==> config.mk <==
export PLATFORM = sky130hd
export DESIGN_NAME = io_arbiter
export DESIGN_NICKNAME = d
export VERILOG_FILES = /design/src/rtl/io_arb_pkg.sv /design/src/rtl/io_arb_rr.sv /design/src/rtl/io_arbiter.sv
export SDC_FILE = /design/constraint.sdc
export NUM_CORES = 1
export LEC_CHECK = 0
export ABC_AREA = 1
export BUFFER_PORTS_ARGS = -buffer_cell sky130_fd_sc_hd__buf_2
export CAP_MARGIN = 10
export CORE_AREA = 10 10 60 62
export DETAILED_ROUTE_END_ITERATION = 10
export DIE_AREA = 0 0 70 72
export GPL_TIMING_DRIVEN = 0
export PLACE_DENSITY = 0.76
export SYNTH_ARGS = -nofsm -noshare
export SYNTH_HDL_FRONTEND = slang
export SYNTH_SLANG_ARGS = --single-unit
==> constraint.sdc <==
create_clock -name clk -period 1.64 [get_ports clk]
set_clock_uncertainty 0.2 [all_clocks]
set_input_delay 0.164 -clock clk [delete_from_list [all_inputs] [get_ports clk]]
set_output_delay 0.164 -clock clk [all_outputs]
set_load 0.05 [all_outputs]
==> src/rtl/io_arb_pkg.sv <==
// Shared types and constants for the 6530 I/O port arbiter.
// The I/O block decodes only offsets 0-3; reads of 4-7 return IO_UNMAPPED_RD.
package io_arb_pkg;

    typedef enum logic [1:0] {
        IDLE  = 2'd0,
        ISSUE = 2'd1,
        RESP  = 2'd2
    } io_arb_state_t;

    localparam logic [2:0] IO_PA   = 3'd0;
    localparam logic [2:0] IO_DDRA = 3'd1;
    localparam logic [2:0] IO_PB   = 3'd2;
    localparam logic [2:0] IO_DDRB = 3'd3;

    localparam logic [7:0] IO_UNMAPPED_RD = 8'hFF;
    localparam logic [7:0] IO_WR_RDATA    = 8'h00;

endpackage

==> src/rtl/io_arb_rr.sv <==
// Two-way winner select: round-robin on ties when RR=1, else requester 0 always wins.
// Purely combinational; the caller owns last_grant and only updates it at grant time.
module io_arb_rr #(
    parameter bit RR = 1'b1
) (
    input  logic [1:0] i_req,
    input  logic       i_last_grant,
    output logic [1:0] o_grant
);

    always_comb begin
        o_grant = i_req;
        if (i_req == 2'b11) begin
            o_grant = (RR && !i_last_grant) ? 2'b10 : 2'b01;
        end
    end

endmodule

==> src/rtl/io_arbiter.sv <==
// Arbitrates two requesters onto the 6530 I/O register port as single-cycle enable strobes.
// One access takes IDLE -> ISSUE -> RESP; read data is taken from the I/O block in RESP.
module io_arbiter
    import io_arb_pkg::*;
#(
    parameter bit RR = 1'b1
) (
    input  logic       clk,
    input  logic       rst_n,
    input  logic [1:0] req,
    input  logic [1:0] req_we_n,
    input  logic [2:0] req_addr0,
    input  logic [2:0] req_addr1,
    input  logic [7:0] req_wdata0,
    input  logic [7:0] req_wdata1,
    output logic [1:0] ack,
    output logic [7:0] rdata,
    output logic       rerr,
    output logic       io_enable,
    output logic       io_we_n,
    output logic [2:0] io_addr,
    output logic [7:0] io_wdata,
    input  logic [7:0] io_rdata,
    input  logic       io_oe
);

    io_arb_state_t r_state;
    logic          r_grant;
    logic          r_last_grant;
    logic          r_io_enable;
    logic          r_io_we_n;
    logic [2:0]    r_io_addr;
    logic [7:0]    r_io_wdata;

    logic [1:0]    w_grant_oh;
    logic          w_grant_idx;
    logic          w_start;

    io_arb_rr #(.RR(RR)) u_arb_rr (
        .i_req        (req),
        .i_last_grant (r_last_grant),
        .o_grant      (w_grant_oh)
    );

    assign w_start     = (r_state == IDLE) && (req != 2'b00);
    assign w_grant_idx = w_grant_oh[1];

    // The io_* registers double as the command registers, so they are loaded at grant.
    always_ff @(posedge clk or negedge rst_n) begin
        if (!rst_n) begin
            r_state      <= IDLE;
            r_grant      <= 1'b0;
            r_last_grant <= 1'b1;
            r_io_enable  <= 1'b0;
            r_io_we_n    <= 1'b1;
            r_io_addr    <= 3'd0;
            r_io_wdata   <= 8'h00;
        end else begin
            r_io_enable <= 1'b0;
            case (r_state)
                IDLE: begin
                    if (w_start) begin
                        r_state      <= ISSUE;
                        r_io_enable  <= 1'b1;
                        r_grant      <= w_grant_idx;
                        r_last_grant <= w_grant_idx;
                        r_io_we_n    <= req_we_n[w_grant_idx];
                        r_io_addr    <= w_grant_idx ? req_addr1 : req_addr0;
                        r_io_wdata   <= w_grant_idx ? req_wdata1 : req_wdata0;
                    end
                end
                ISSUE:   r_state <= RESP;
                RESP:    r_state <= IDLE;
                default: r_state <= IDLE;
            endcase
        end
    end

    // io_rdata/io_oe are registered by the I/O block at the end of ISSUE, so valid in RESP.
    always_comb begin
        ack   = 2'b00;
        rdata = 8'h00;
        rerr  = 1'b0;
        if (r_state == RESP) begin
            ack = r_grant ? 2'b10 : 2'b01;
            if (!r_io_we_n) begin
                rdata = IO_WR_RDATA;
            end else if (io_oe) begin
                rdata = io_rdata;
            end else begin
                rdata = IO_UNMAPPED_RD;
                rerr  = 1'b1;
            end
        end
    end

    assign io_enable = r_io_enable;
    assign io_we_n   = r_io_we_n;
    assign io_addr   = r_io_addr;
    assign io_wdata  = r_io_wdata;

endmodule

==> results.toml, run 1 <==
[clocking]
htree_levels = 1
clk_pin_slew_ps = 100
cts.root.buffer_cell = "clkbuf_4"
cts_buffers = 3
clockBufferDepth = 2
cts_tree = "done"
clkSinkCount = 17
clk_latency_ps = 270

[pwr]
p_clk_frac = 0.073
seqPwrFrac = 0.259
p_comb_frac = 0.668
intPower_mw = 1.359
switching_share = 0.5465
ir_drop_mv = 1.118
p_sw_mw = 1.637
leakagePower_nw = 1.025
power_density_nw_per_um2 = 1703

[global_routing]
overflow = 0
grt_max_degree = 18
antenna_found_initial = 0
grt_pass1_vias = 1106
grt_first_pass_wirelength_um = 5444
grt_usage = 0.1262

[flow_run]
cap_violations = 0

[critical_path]
crit_path_max_fanout = 5
cp-end-kind = "output pin"
slowest_stage = "dfstp_2"
worstSetupStartpointType = "flip-flop"
crit_arrival_ps = 1340
max_stage_delay_ps = 610
path_cells = "nand2_4 > a21oi_4 > buf_8"
required_ps = 1280
critPathKind = "reg2out"

[timing]
min_period_over_period = 1.038
finalHoldViolCount = 0
relSlewSlack = 0.3243
finalSetupViolCount = 8
setup_slack_ps = -62.50
tightest_slew_ps = 1014
finalMaxSlewViolations = 0
timing.fmax_mhz = 587.4
final.min_clock_period_ps = 1703
rsz0062_at_grt = "true"

[routing]
drcViolationCount = 0
dr.first_iter.drc_count = 37
num_vias = 1143
firstDrtPassIters = 4
ant_nets = 0
vias_per_cell = 4.430
wirelength_um = 3274
routedWlPerCell_um = 12.69

[final_layout]
instances_no_fill = 258
area_growth_pct = 77.53
final_layout_size_suffix_gt1_frac = 0.4123
nFillCells = 208
finalCoreUtilization = 0.7233
fin_nets = 266
final_area_um2 = 1759
diodes = 0

[floorplan]
dieArea_um2 = 5040
start_util = 0.4074
io_pins = 61
die_w_um = 70
core-area_um2 = 2432
fp.dieH_um = 72
rows = 18

[outcome]
status = "finished with violations"
violations = "setup timing"

[yosys]
syn_avg_cell_area_um2 = 6.882
synth-seq-cells = 17
netlist_instances = 144
yosys.area.top_type = "dfrtp_1"
synth_cell_types = 15
syn-cell-area_um2 = 991.0
netlist.area_leader.share = 0.3788
syn_nets = 181
synth_seq_area_share = 0.4318
ys_top_cells_by_area = "dfrtp_1 (38%), nand2_1 (16%), inv_1 (14%), nand3_1 (12%), dfstp_2 (5.3%)"
yosys_warnings = 0

[placed_design]
dp_hpwl_um = 2355
io_buffers = 59
placed_area_um2 = 1429
placed_cells = 233
place.gp.congestion = 0.7931

[worst_hold_path]
hp-class = "in2reg"
critical path, delay by kind of cell, from the launching register on:
family / cells / cell delay (ps)
AO/OA/AOI/OAI: 1 / 150
buffers and inverters: 1 / 160
flip-flops: 1 / 610
AND/OR/NAND/NOR: 1 / 130
cell usage after synthesis (all sizes together):
library cell	number
nand3	24
nand4	1
o21ai	1
inv	37
nor2	8
dfrtp	15
a21oi	8
nand2	42
buf	6
dfstp	2
metal layers:
metal,share of wire,global-route usage
met1,0.44,0.1515
met5,0,0
met2,0.47,0.2125
met4,0.0040,0.01974
met3,0.088,0.04898
cells by family after synthesis:
kind of cell | share of synthesized area
compound gates | 0.04545
simple gates | 0.3409
buf+inv | 0.1818
flops | 0.4318
through the flow:
step / worst slack, ps / total power, mW / hold WS (ps) / TNS (ps)
after floorplan: -14.25 / 2.110 / -331.6 / -28.51
after global placement: 15.91 / 2.500 / -90.71 / 0
after detailed placement: 11.49 / 2.520 / -86.09 / 0
after CTS: -83.64 / 2.900 / 1.667 / -583.0
after global routing: -122.3 / 3.204 / 29.77 / -942.7
final: -62.50 / 2.996 / 4.949 / -381.2
state kept, by name (all words and copies together), names as in the netlist:
name          flops
io_wdata          8
io_we_n           1
r_last_grant      1
io_enable         1
r_grant           1
io_addr           3
r_state           2
worst paths after layout:
kind	start	end	slack [ps]	depth (start not counted)
worst max-delay path	io_we_n	rdata[6]	-60	3
worst min-delay path	req_addr1[2]	io_addr[2]	5	5
worst max register to register	r_state[1]	io_wdata[5]	110	9
worst min register to register	r_last_grant	r_last_grant	270	2
max in group asynchronous	rst_n	r_last_grant	800	2
min in group asynchronous	rst_n	io_wdata[6]	120	2
power by group through the flow:
| stage | logic (mW) | clock network (mW) | registers (mW) |
|---|---|---|---|
| after CTS | 1.90 | 0.225 | 0.777 |
| after detailed placement | 1.76 | 0 | 0.762 |
| final | 2.00 | 0.218 | 0.777 |
| after global placement | 1.74 | 0 | 0.758 |
| after global routing | 2.16 | 0.237 | 0.805 |
| after floorplan | 0.786 | 0 | 1.32 |
cells in the final DEF, fill, tap and decap left out:
cell / instances
o21ai_0: 1
buf_2: 51
clkbuf_4: 3
clkinv_2: 1
dfstp_2: 2
nand2_4: 3
buf_8: 4
inv_2: 2
a21oi_4: 8
nor2_1: 2
buf_6: 9
buf_1: 1
nor2_8: 1
inv_1: 35
nand2_1: 40
nand4_1: 1
nor2_4: 3
dlygate4sd3_1: 15
buf_4: 5
nor2_2: 2
nand3_1: 24
dfrtp_1: 15
timing repair:
action / in CTS / in global routing
pin swaps: 4 / 3
cloned: 1 / 0
endpoints found under the setup margin: 11 / 15
buffers inserted: 1 / 4
resized for setup: 25 / 9
hold buffers: 15 / 0
hold endpoints to repair: 30 / 0
area by class of cell:
| type | instances | area, um2 | share of cell area |
|---|---|---|---|
| Sequential cell | 17 | 427.9 | 0.2432 |
| Clock inverter | 1 | 5.005 | 0.002845 |
| Tap cell | 30 | 37.54 | 0.02134 |
| Timing Repair Buffer | 79 | 566.8 | 0.3222 |
| Clock buffer | 3 | 22.52 | 0.01280 |
| Buffer | 6 | 41.29 | 0.02347 |
| Multi-Input combinational cell | 85 | 519.2 | 0.2952 |
| Inverter | 37 | 138.9 | 0.07895 |
Power figures use the tool's default switching activity.
==> run 2: changes to the inputs <==
- CORE_AREA: 10 10 60 62 -> 10 10 61 63
- DIE_AREA: 0 0 70 72 -> 0 0 71 73
- PLACE_DENSITY: 0.76 -> 0.74
==> results.toml, run 2 (synthesized netlist as in run 1, its figures left out) <==
[final_layout]
area_growth_pct = 81.31
diodes = 0
finalCoreUtilization = 0.6871
regArea_um2 = 427.9
multiInputGateArea_um2 = 519.2
fin_nets = 270
mostFrequentLayoutCells = "buf_2 (51), nand2_1 (40), inv_1 (33)"
mostFrequentLayoutCell = "buf_2"
final_area_um2 = 1797
nFillCells = 193
largest_register_ffs = 8
final_layout_size_suffix_gt1_frac = 0.4009

[placed_design]
dp_hpwl_um = 2370
place_ws_ps = -8.052
io_buffers = 59
place.gp.congestion = 0.7487
placed_area_um2 = 1430

[critical_path]
reg2regPathDepth = 6
critPathKind = "reg2out"
required_ps = 1280
cp-end-kind = "output pin"
crit_arrival_ps = 1360
crit_path_max_fanout = 5
worstSetupStartpointType = "flip-flop"

[clocking]
clk_pin_slew_ps = 100
cts_buffers = 3
clkSinkCount = 17
cts.root.buffer_cell = "clkbuf_4"
clockBufferDepth = 2
clk_latency_ps = 280
htree_levels = 1
cts_tree = "done"

[timing]
fin_setup_tns_ps = -610.0
timing.fmax_mhz = 581.1
finalHoldViolCount = 0
finalSetupViolCount = 11
tightest_slew_ps = 1028
min_period_over_period = 1.049
rsz0062_at_grt = "true"
relSlewSlack = 0.3146
setup_slack_ps = -80.81
finalMaxSlewViolations = 0
final.min_clock_period_ps = 1721

[global_routing]
antenna_found_initial = 0
grt_usage = 0.1347
grt_pass1_vias = 1282
overflow = 0
grt_first_pass_wirelength_um = 5823
grt_max_degree = 18

[floorplan]
dieArea_um2 = 5183
rows = 19
core-area_um2 = 2615
start_util = 0.3789
fp.dieH_um = 73
die_w_um = 71
io_pins = 61

[flow_run]
cap_violations = 0

[pwr]
ir_drop_mv = 1.106
leakagePower_nw = 1.035
power.total_mw = 2.985
power_density_nw_per_um2 = 1661

[routing]
num_vias = 1157
routedWlPerCell_um = 13.14
firstDrtPassIters = 4
vias_per_cell = 4.399
wirelength_um = 3456
dr.first_iter.drc_count = 31
drcViolationCount = 0
ant_nets = 0

[worst_hold_path]
hold_depth = 5
hp-class = "in2reg"

[outcome]
violations = "setup timing"
status = "finished with violations"
==> run 2: where the power goes <==
part	total [mW]	internal, mW	switching, mW	leakage (nW)
clock network	0.230	0.0944	0.135	0.0150
registers	0.782	0.647	0.135	0.204
logic	1.97	0.593	1.38	0.816
==> run 2: path summary, 6_finish.rpt <==
kind | startpoint | endpoint | slack [ps]
setup / recovery | r_state[0] | rdata[4] | -80
hold / removal | req_wdata1[6] | io_wdata[6] | 1
setup reg to reg | r_last_grant | io_wdata[0] | 170
hold reg to reg | r_last_grant | r_last_grant | 270
max in group asynchronous | rst_n | r_last_grant | 780
min in group asynchronous | rst_n | io_enable | 140
==> run 2: worst max-delay path, cell delays in order (launching register included) <==
cell	delay, ps
dfrtp_1	420
nor2_4	190
nand2_4	140
a21oi_4	150
buf_6	180
==> run 2: final cells by class <==
class	count	area share
Timing Repair Buffer	83	0.3364
Inverter	37	0.07730
Clock buffer	4	0.01462
Sequential cell	17	0.2382
Buffer	6	0.02298
Tap cell	31	0.02159
Multi-Input combinational cell	85	0.2890
==> run 2: layer usage <==
| metal | up-vias | part of all wire | track usage |
|---|---|---|---|
| met3 | 4 | 0.082 | 0.05442 |
| met4 | 0 | 0.010 | 0.03871 |
| li1 | 606 | - | - |
| met1 | 504 | 0.41 | 0.1395 |
| met5 | - | 0 | 0 |
| met2 | 43 | 0.49 | 0.2443 |
==> run 2: per-stage QoR <==
step | hold slack (ps) | std cells
finish | 1.210 | 263
global route | 42.14 | 263
CTS | 2.212 | 261
detailed placement | -86.27 | 234
global placement | -96.98 | 234
floorplan | -331.6 | 144
==> run 2: what timing repair did <==
| item | in CTS | in global routing |
|---|---|---|
| hold endpoints to repair | 30 | 0 |
| setup buffers | 1 | 2 |
| gates cloned | 1 | 0 |
| resized for setup | 26 | 8 |
| setup endpoints to repair | 11 | 11 |
| hold buffers | 21 | 0 |
| pin swaps | 4 | 3 |
